[src/rtl/divider32_pkg.sv]
// Shared constants and enumerations for the 32-bit RV32M-style divider.
package divider32_pkg;
   localparam int XLEN  = 32;
   localparam int STEPS = 32;

   typedef enum logic [1:0] {
      OP_DIV  = 2'b00,
      OP_DIVU = 2'b01,
      OP_REM  = 2'b10,
      OP_REMU = 2'b11
   } op_e;

   typedef enum logic [1:0] {
      ST_IDLE,
      ST_CALC,
      ST_FIX,
      ST_DONE
   } state_e;
endpackage

[src/rtl/subtract32.sv]
// 32-bit subtractor used for the trial subtraction of each restoring step.
module subtract32 (
   input  logic [31:0] X,
   input  logic [31:0] Y,
   output logic [31:0] result
);
   assign result = X - Y;
endmodule

[src/rtl/divider32.sv]
// Multi-cycle restoring divider: one quotient bit per cycle, signed fix-up afterwards,
// divide-by-zero and signed overflow resolved at accept time.
module divider32
   import divider32_pkg::*;
#(
   parameter int XLEN = 32
) (
   input  logic            clk,
   input  logic            reset,
   input  logic            start,
   input  logic [1:0]      op,
   input  logic [XLEN-1:0] X,
   input  logic [XLEN-1:0] Y,
   output logic            busy,
   output logic            done,
   output logic [XLEN-1:0] result
);
   state_e          state_q, state_d;
   op_e             op_q, op_d;
   logic [XLEN:0]   r_q, r_d;
   logic [XLEN-1:0] d_q, d_d;
   logic [XLEN-1:0] q_q, q_d;
   logic [5:0]      cnt_q, cnt_d;
   logic            qneg_q, qneg_d;
   logic            rneg_q, rneg_d;
   logic [XLEN-1:0] result_q, result_d;

   op_e             op_in;
   logic            in_signed;
   logic [XLEN-1:0] x_mag, y_mag;
   logic            div_zero, sig_ovf;
   logic [XLEN:0]   shift_r;
   logic [XLEN-1:0] diff;
   logic            ge;
   logic [XLEN-1:0] quot_fix, rem_fix;

   assign op_in     = op_e'(op);
   assign in_signed = (op_in == OP_DIV) || (op_in == OP_REM);
   assign x_mag     = (in_signed && X[XLEN-1]) ? -X : X;
   assign y_mag     = (in_signed && Y[XLEN-1]) ? -Y : Y;
   assign div_zero  = (Y == '0);
   assign sig_ovf   = in_signed && (X == {1'b1, {(XLEN-1){1'b0}}}) && (Y == '1);

   assign shift_r = {r_q[XLEN-1:0], q_q[XLEN-1]};

   subtract32 u_sub (
      .X      (shift_r[XLEN-1:0]),
      .Y      (d_q),
      .result (diff)
   );

   // A set top bit in R would push the shifted value past 33 bits, so it always wins.
   assign ge = r_q[XLEN] | (shift_r >= {1'b0, d_q});

   assign quot_fix = qneg_q ? -q_q : q_q;
   assign rem_fix  = rneg_q ? -r_q[XLEN-1:0] : r_q[XLEN-1:0];

   always_comb begin
      state_d  = state_q;
      op_d     = op_q;
      r_d      = r_q;
      d_d      = d_q;
      q_d      = q_q;
      cnt_d    = cnt_q;
      qneg_d   = qneg_q;
      rneg_d   = rneg_q;
      result_d = result_q;
      case (state_q)
         ST_IDLE: begin
            if (start) begin
               op_d   = op_in;
               d_d    = y_mag;
               q_d    = x_mag;
               r_d    = '0;
               cnt_d  = '0;
               qneg_d = in_signed && (X[XLEN-1] ^ Y[XLEN-1]);
               rneg_d = in_signed && X[XLEN-1];
               if (div_zero) begin
                  result_d = op[1] ? X : '1;
                  state_d  = ST_DONE;
               end else if (sig_ovf) begin
                  result_d = op[1] ? '0 : X;
                  state_d  = ST_DONE;
               end else begin
                  state_d = ST_CALC;
               end
            end
         end
         ST_CALC: begin
            r_d   = ge ? {1'b0, diff} : shift_r;
            q_d   = {q_q[XLEN-2:0], ge};
            cnt_d = cnt_q + 6'd1;
            if (cnt_q == 6'(STEPS - 1))
               state_d = ST_FIX;
         end
         ST_FIX: begin
            result_d = ((op_q == OP_REM) || (op_q == OP_REMU)) ? rem_fix : quot_fix;
            state_d  = ST_DONE;
         end
         ST_DONE: state_d = ST_IDLE;
         default: state_d = ST_IDLE;
      endcase
   end

   always_ff @(posedge clk) begin
      if (reset) begin
         state_q  <= ST_IDLE;
         op_q     <= OP_DIV;
         r_q      <= '0;
         d_q      <= '0;
         q_q      <= '0;
         cnt_q    <= '0;
         qneg_q   <= 1'b0;
         rneg_q   <= 1'b0;
         result_q <= '0;
      end else begin
         state_q  <= state_d;
         op_q     <= op_d;
         r_q      <= r_d;
         d_q      <= d_d;
         q_q      <= q_d;
         cnt_q    <= cnt_d;
         qneg_q   <= qneg_d;
         rneg_q   <= rneg_d;
         result_q <= result_d;
      end
   end

   assign busy   = (state_q == ST_CALC) || (state_q == ST_FIX);
   assign done   = (state_q == ST_DONE);
   assign result = result_q;
endmodule

[config.mk]
export PLATFORM = sky130hd
export DESIGN_NAME = divider32
export DESIGN_NICKNAME = d
export VERILOG_FILES = /design/src/rtl/divider32_pkg.sv /design/src/rtl/subtract32.sv /design/src/rtl/divider32.sv
export SDC_FILE = /design/constraint.sdc
export NUM_CORES = 1
export LEC_CHECK = 0
export CORE_AREA = 2 2 115 173
export CTS_CLUSTER_DIAMETER = 80
export CTS_CLUSTER_SIZE = 28
export DETAILED_ROUTE_END_ITERATION = 6
export DIE_AREA = 0 0 117 175
export PLACE_DENSITY = 0.9
export SETUP_SLACK_MARGIN = 0.1
export SLEW_MARGIN = 20
export SYNTH_ARGS = -nofsm -noshare
export SYNTH_HDL_FRONTEND = slang
export SYNTH_HIERARCHICAL = 1
export SYNTH_SLANG_ARGS = --single-unit
export TNS_END_PERCENT = 5
[constraint.sdc]
create_clock -name clk -period 6 [get_ports clk]
set_clock_uncertainty 0.1 [all_clocks]
set_input_delay 1.5 -clock clk [delete_from_list [all_inputs] [get_ports clk]]
set_output_delay 1.5 -clock clk [all_outputs]
set_load 0.005 [all_outputs]
==> metrics.csv, run 1 <==
metric;value;unit
reg-to-reg setup timing slack;1850;ps
total gr overflow;0;
Hold Path Sink;result[21];
Syn. warnings;6;
CP endpoint kind;flip-flop;
combinational power share;0.509;
Slew Viols, Final;0;
Post-Route WL;39500;um
initial antenna violation count;0;
max-cap check violation count;0;
Largest stage delay, worst path;790;ps
post-DP HPWL;28100;um
htree depth;4;
via/cell ratio;6.78;
Hold Buf Count CTS;0;
Die Y;175;um
worst-skew pair later-pin latency;450;ps
site row count;62;
Total Routing Usage GR;0.382;
CTS tree;built;
share of the synthesized area in the top cell type;0.230;
top-count cell post-synth;nand2_1;
Placer Congestion;0.970;
share of layout cells above drive strength 1;0.0598;
post-CTS setup buffer count;0;
maximum clock frequency;215;MHz
Hold Startpoint;result[21];
Final period util;0.776;
Num CTS Buffers;17;
Hold Crit Class;flip-flop to flip-flop;
startpoint types;primary input;
Int Pwr;0.00301;W
status;finished clean;
Antenna Cells;0;
post-route cell area;13900;um2
post-route ant nets;0;
worst path arrival time;4910;ps
WP data required;6250;ps
Die X;117;um
number of global-route vias before repair;12287;
Seq/Total Area, Yosys;0.230;
Seq cells post-synth;140;
fillers;1464;
Initial Util;0.642;
CTS root buf;clkbuf_16;
final hold vios;0;
most instantiated cells after synthesis;nand2_1, nor2_1, dfxtp_1;
Mapped Area;12200;um2
Die ar.;20500;um2
reg2reg start;r_q[21];
Clk pwr share;0.214;
# clock sinks;140;
Flop pwr share;0.277;
CTS Buffer Depth;2;
worst setup path category;primary input to flip-flop;
Cell variety after synth;78;
global-route wire length before repair;61900;um
WL/cell;20.3;um
final layout net count;1819;
cell taking the most area after synthesis;dfxtp_1;
setup TNS;0;ps
P_sw;0.00251;W
worst reg-to-reg path cell count;8;
Primary FF master, synth;dfxtp_1;
Post-Syn Instances;1650;
largest net degree at the start of global routing;96;
Buffers on Ports;102;
CP Depth;8;
Slew HR;0.218;
Avg Cell Area, Syn;7.39;um2
Async S/R FF share, synth;0;
Hold Crit Depth;2;
Worst path slowest cell;or4_1;
detailed-route DRC error count;0;
Iteration-0 DRC Markers;1722;
Syn Nets;1793;
Worst-Margin Slew;1170;ps
DRT Pass-1 Iters;6;
Sw Ratio;0.455;
CP top delay family;simple AND/OR/NAND/NOR gates;
Core Footprint;19000;um2
routed via count;13185;
number of synthesized flops with an enable pin;0;
crit path cell chain;clkdlybuf4s50_1 > or4_4 > or3_4 > or4_1 > o211ai_4 > and3_4 > nor2_1 > a311oi_2;
Final setup viols;0;
synth top area cells;dfxtp_1, ha_1, nand2_1, xnor2_1, a21oi_1;
pwr dens;398;nW/um2
leakage;5.38;nW
Worst IR Drop VDD;0.248;mV
minimum clock period;4660;ps
post-CTS sizing;0;
R2R Path End;r_q[7];
clock transition at the registers of the reported paths;60;ps
Synth-to-Final Area Change;13.8;%
Worst Path Max Fanout;39;
unrepaired setup endpoints after global routing;no;
Post-DP Area;13200;um2
I/O Pins;103;
Buf+Inv Stages, Crit Path;1;
## tightest hold or removal path: stages, from the launching register on
cell and delay (ps):
dfxtp_1 310, nand2_1 60, a21oi_1 50
## cells by family (layout without fill, tap and decap cells)
logic type	Yosys count	in the layout	share of synthesized area
simple gates	631	631	0.254
compound gates	453	453	0.263
buf+inv	201	239	0.0661
flops	140	140	0.230
xor+xnor	139	139	0.0998
fa+ha+maj	81	81	0.0823
mux	5	5	0.00431
## cell usage in the layout (no fill, tap or decap), drive strengths merged, types with 17 or more instances in the layout
cell type,Yosys,routed
o31ai,27,27
xnor2,75,75
nor2,153,153
ha,73,73
or3,22,22
and2,33,33
nand2b,23,23
o21ai,75,75
inv,91,91
nor3,96,96
clkbuf,89,25
or4,18,18
a211oi,49,49
nand4,26,26
a21oi,120,120
dfxtp,140,140
a21o,19,19
a311o,32,32
nand2,185,185
xor2,64,64
nand3,17,17
o41ai,27,27
clkdlybuf4s50,0,101
## layer usage
layer | GRT usage | wire [um] | share of wire | vias up
met4 | 0.253 | 2910 | 0.074 | 0
li1 | - | - | - | 6026
met1 | 0.421 | 14100 | 0.36 | 6118
met5 | 0 | 0 | 0 | -
met2 | 0.651 | 19300 | 0.49 | 810
met3 | 0.0732 | 3180 | 0.081 | 231
## cell type report
type                       count  area, um2  share of cell area
inverter                      91        342              0.0246
multi-input combinational   1309       8620               0.621
tap                          256        320              0.0231
sequential                   140       2800               0.202
timing repair buffer         117       1140              0.0824
clock buffer                  25        515              0.0371
clock inverter                 6        130             0.00938
## flip-flops by register name (all words and copies together) (netlist names)
| register | count |
|---|---|
| r_q | 33 |
| d_q | 32 |
| q_q | 32 |
| result | 32 |
| cnt_q | 6 |
| state_q | 2 |
| op_q | 1 |
| qneg_q | 1 |
| rneg_q | 1 |
## power by group through the flow
| stage | logic [W] | clock network (W) | registers, W |
|---|---|---|---|
| detailed placement | 0.00270 | 0 | 0.00152 |
| global placement | 0.00261 | 0 | 0.00151 |
| floorplan | 0.00195 | 0 | 0.00140 |
| global route | 0.00303 | 0.00122 | 0.00155 |
| finish | 0.00281 | 0.00118 | 0.00153 |
| CTS | 0.00274 | 0.00117 | 0.00151 |
## worst max path at each step
stage	startpoint	end	slack, ps
after floorplan	Y[26]	result[13]	2030
after global placement	Y[26]	result[4]	1020
after detailed placement	Y[26]	result[6]	960
after CTS	Y[26]	result[26]	1400
after global routing	Y[2]	result[26]	1130
final	Y[26]	result[28]	1340
## metrics by stage
| step | setup WS, ps | cells | util | hold slack (ps) | total power (W) |
|---|---|---|---|---|---|
| after floorplan | 2030 | 1650 | - | 324 | 0.00335 |
| after global routing | 1130 | 1944 | 0.730 | 395 | 0.00580 |
| after CTS | 1400 | 1944 | 0.730 | 370 | 0.00542 |
| final | 1340 | 1944 | 0.730 | 371 | 0.00552 |
| after global placement | 1020 | 1913 | 0.696 | 351 | 0.00413 |
| after detailed placement | 961 | 1913 | 0.696 | 362 | 0.00422 |
Power figures use the tool's default switching activity.
==> run 2, diff against run 1 <==
- CORE_AREA: 2 2 115 173 -> 2 2 120 180
- DIE_AREA: 0 0 117 175 -> 0 0 122 182
- PLACE_DENSITY: 0.9 -> 0.84
- clock period: 6 -> 4.8 ns (I/O delays scaled with it)
==> run 2 against run 1 <==
  * Non-clock buffer count rose by 14
  * Flip-flop and latch count did not move
  * Global-route usage fell by 3.3 points
  * Final area rose by 0.79%
  * Hold slack got worse by 17 ps
  * Critical path type unchanged
  * Highest routed layer unchanged
==> metrics.csv, run 2 (synthesis gave the netlist of run 1 again) <==
metric;value;unit
Hold Crit Class;flip-flop to flip-flop;
Post-Route WL;38600;um
Buf+Inv Stages, Crit Path;1;
global-route wire length before repair;61500;um
status;finished clean;
Register Area;2800;um2
Worst path slowest cell;or4_1;
area of the multi-input gates;8620;um2
setup TNS;0;ps
worst-skew pair later-pin latency;440;ps
maximum clock frequency;243;MHz
post-CTS sizing;0;
Num CTS Buffers;17;
Slew HR;0.404;
Worst-Margin Slew;892;ps
CTS Buffer Depth;2;
CTS root buf;clkbuf_16;
startpoint types;primary input;
# clock sinks;140;
initial antenna violation count;0;
post-CTS setup buffer count;0;
site row count;65;
Initial Util;0.588;
WP data required;5050;ps
Core Footprint;20700;um2
leakage;5.44;nW
Die X;122;um
max reg flops;33;
Worst IR Drop VDD;0.328;mV
Synth-to-Final Area Change;14.7;%
share of layout cells above drive strength 1;0.0699;
commonest non-fill, non-tap cell in the layout;nand2_1;
unrepaired setup endpoints after global routing;no;
Final Util;0.675;
WL/cell;19.6;um
htree depth;4;
total gr overflow;0;
Iteration-0 DRC Markers;1600;
final hold vios;0;
worst setup path category;primary input to flip-flop;
pwr dens;489;nW/um2
CTS tree;built;
max-cap check violation count;0;
post-DP HPWL;28800;um
Final period util;0.858;
minimum clock period;4120;ps
post-route ant nets;0;
DRT Pass-1 Iters;6;
Antenna Cells;0;
Placer Congestion;0.969;
routed via count;12715;
final layout net count;1833;
number of global-route vias before repair;11940;
Final setup viols;0;
clock transition at the registers of the reported paths;60;ps
commonest non-fill, non-tap cells in the layout;nand2_1, nor2_1, dfxtp_1;
CP top delay family;simple AND/OR/NAND/NOR gates;
fillers;1807;
worst path arrival time;4370;ps
I/O Pins;103;
Total Routing Usage GR;0.348;
detailed-route DRC error count;0;
via/cell ratio;6.45;
Die ar.;22200;um2
Die Y;182;um
Largest Register;r_q;
Largest stage delay, worst path;650;ps
Hold Buf Count CTS;0;
largest net degree at the start of global routing;65;
CP endpoint kind;flip-flop;
Worst Path Max Fanout;39;
Buffers on Ports;102;
crit path cell chain;clkdlybuf4s50_1 > or4_4 > or3_4 > or4_1 > o211ai_4 > and3_4 > nor2_1 > a311oi_2;
Slew Viols, Final;0;
[run 2: cell types whose count changed in the layout (fill, tap and decap cells not counted), moves of 2 or more]
cell / before / now
buf_4: 15 / 29
clkinvlp_4: 0 / 3
clkbuf_8: 6 / 3
clkbuf_1: 2 / 0
clkinv_2: 2 / 5
[run 2: path summary, 6_finish.rpt]
kind	start	to	slack (ps)	cells after the start
setup / recovery	Y[27]	result[26]	680	8
hold / removal	result[21]	result[21]	350	2
setup reg to reg	r_q[22]	r_q[31]	1240	9
hold reg to reg	result[21]	result[21]	350	2
[run 2: layout make-up]
| cell class | instances | share of cell area |
|---|---|---|
| Sequential cell | 140 | 0.200 |
| Clock inverter | 12 | 0.0120 |
| Multi-Input combinational cell | 1309 | 0.617 |
| Tap cell | 268 | 0.0240 |
| Clock buffer | 20 | 0.0334 |
| Timing Repair Buffer | 131 | 0.0893 |
| Inverter | 91 | 0.0244 |
[run 2: metrics by stage]
stage / cells / hold slack, ps / instance area, um2 / total power, W / setup slack, ps
after global routing: 1971 / 390 / 14000 / 0.00722 / 577
after floorplan: 1650 / 324 / 12200 / 0.00419 / 1130
final: 1971 / 354 / 14000 / 0.00684 / 682
after global placement: 1939 / 341 / 13400 / 0.00523 / 337
after CTS: 1971 / 357 / 14000 / 0.00675 / 719
after detailed placement: 1939 / 338 / 13400 / 0.00530 / 270
[run 2: tightest hold or removal path, delay by kind of cell, from the launching register on]
| kind | cells | cell delay (ps) |
|---|---|---|
| AND/OR/NAND/NOR | 1 | 50 |
| AO/OA/AOI/OAI | 1 | 50 |
| flip-flops | 1 | 310 |
[run 2: power breakdown]
group	internal (W)	total (W)	switching, W
clock	0.000905	0.00143	0.000529
sequential	0.00149	0.00190	0.000405
combinational	0.00133	0.00351	0.00217
total	0.00373	0.00684	0.00311
[run 2: layer usage]
metal,vias up,track usage,share of wire
li1,6048,-,-
met4,0,0.179,0.050
met2,604,0.618,0.51
met5,-,0,0
met1,5916,0.398,0.38
met3,147,0.0528,0.064
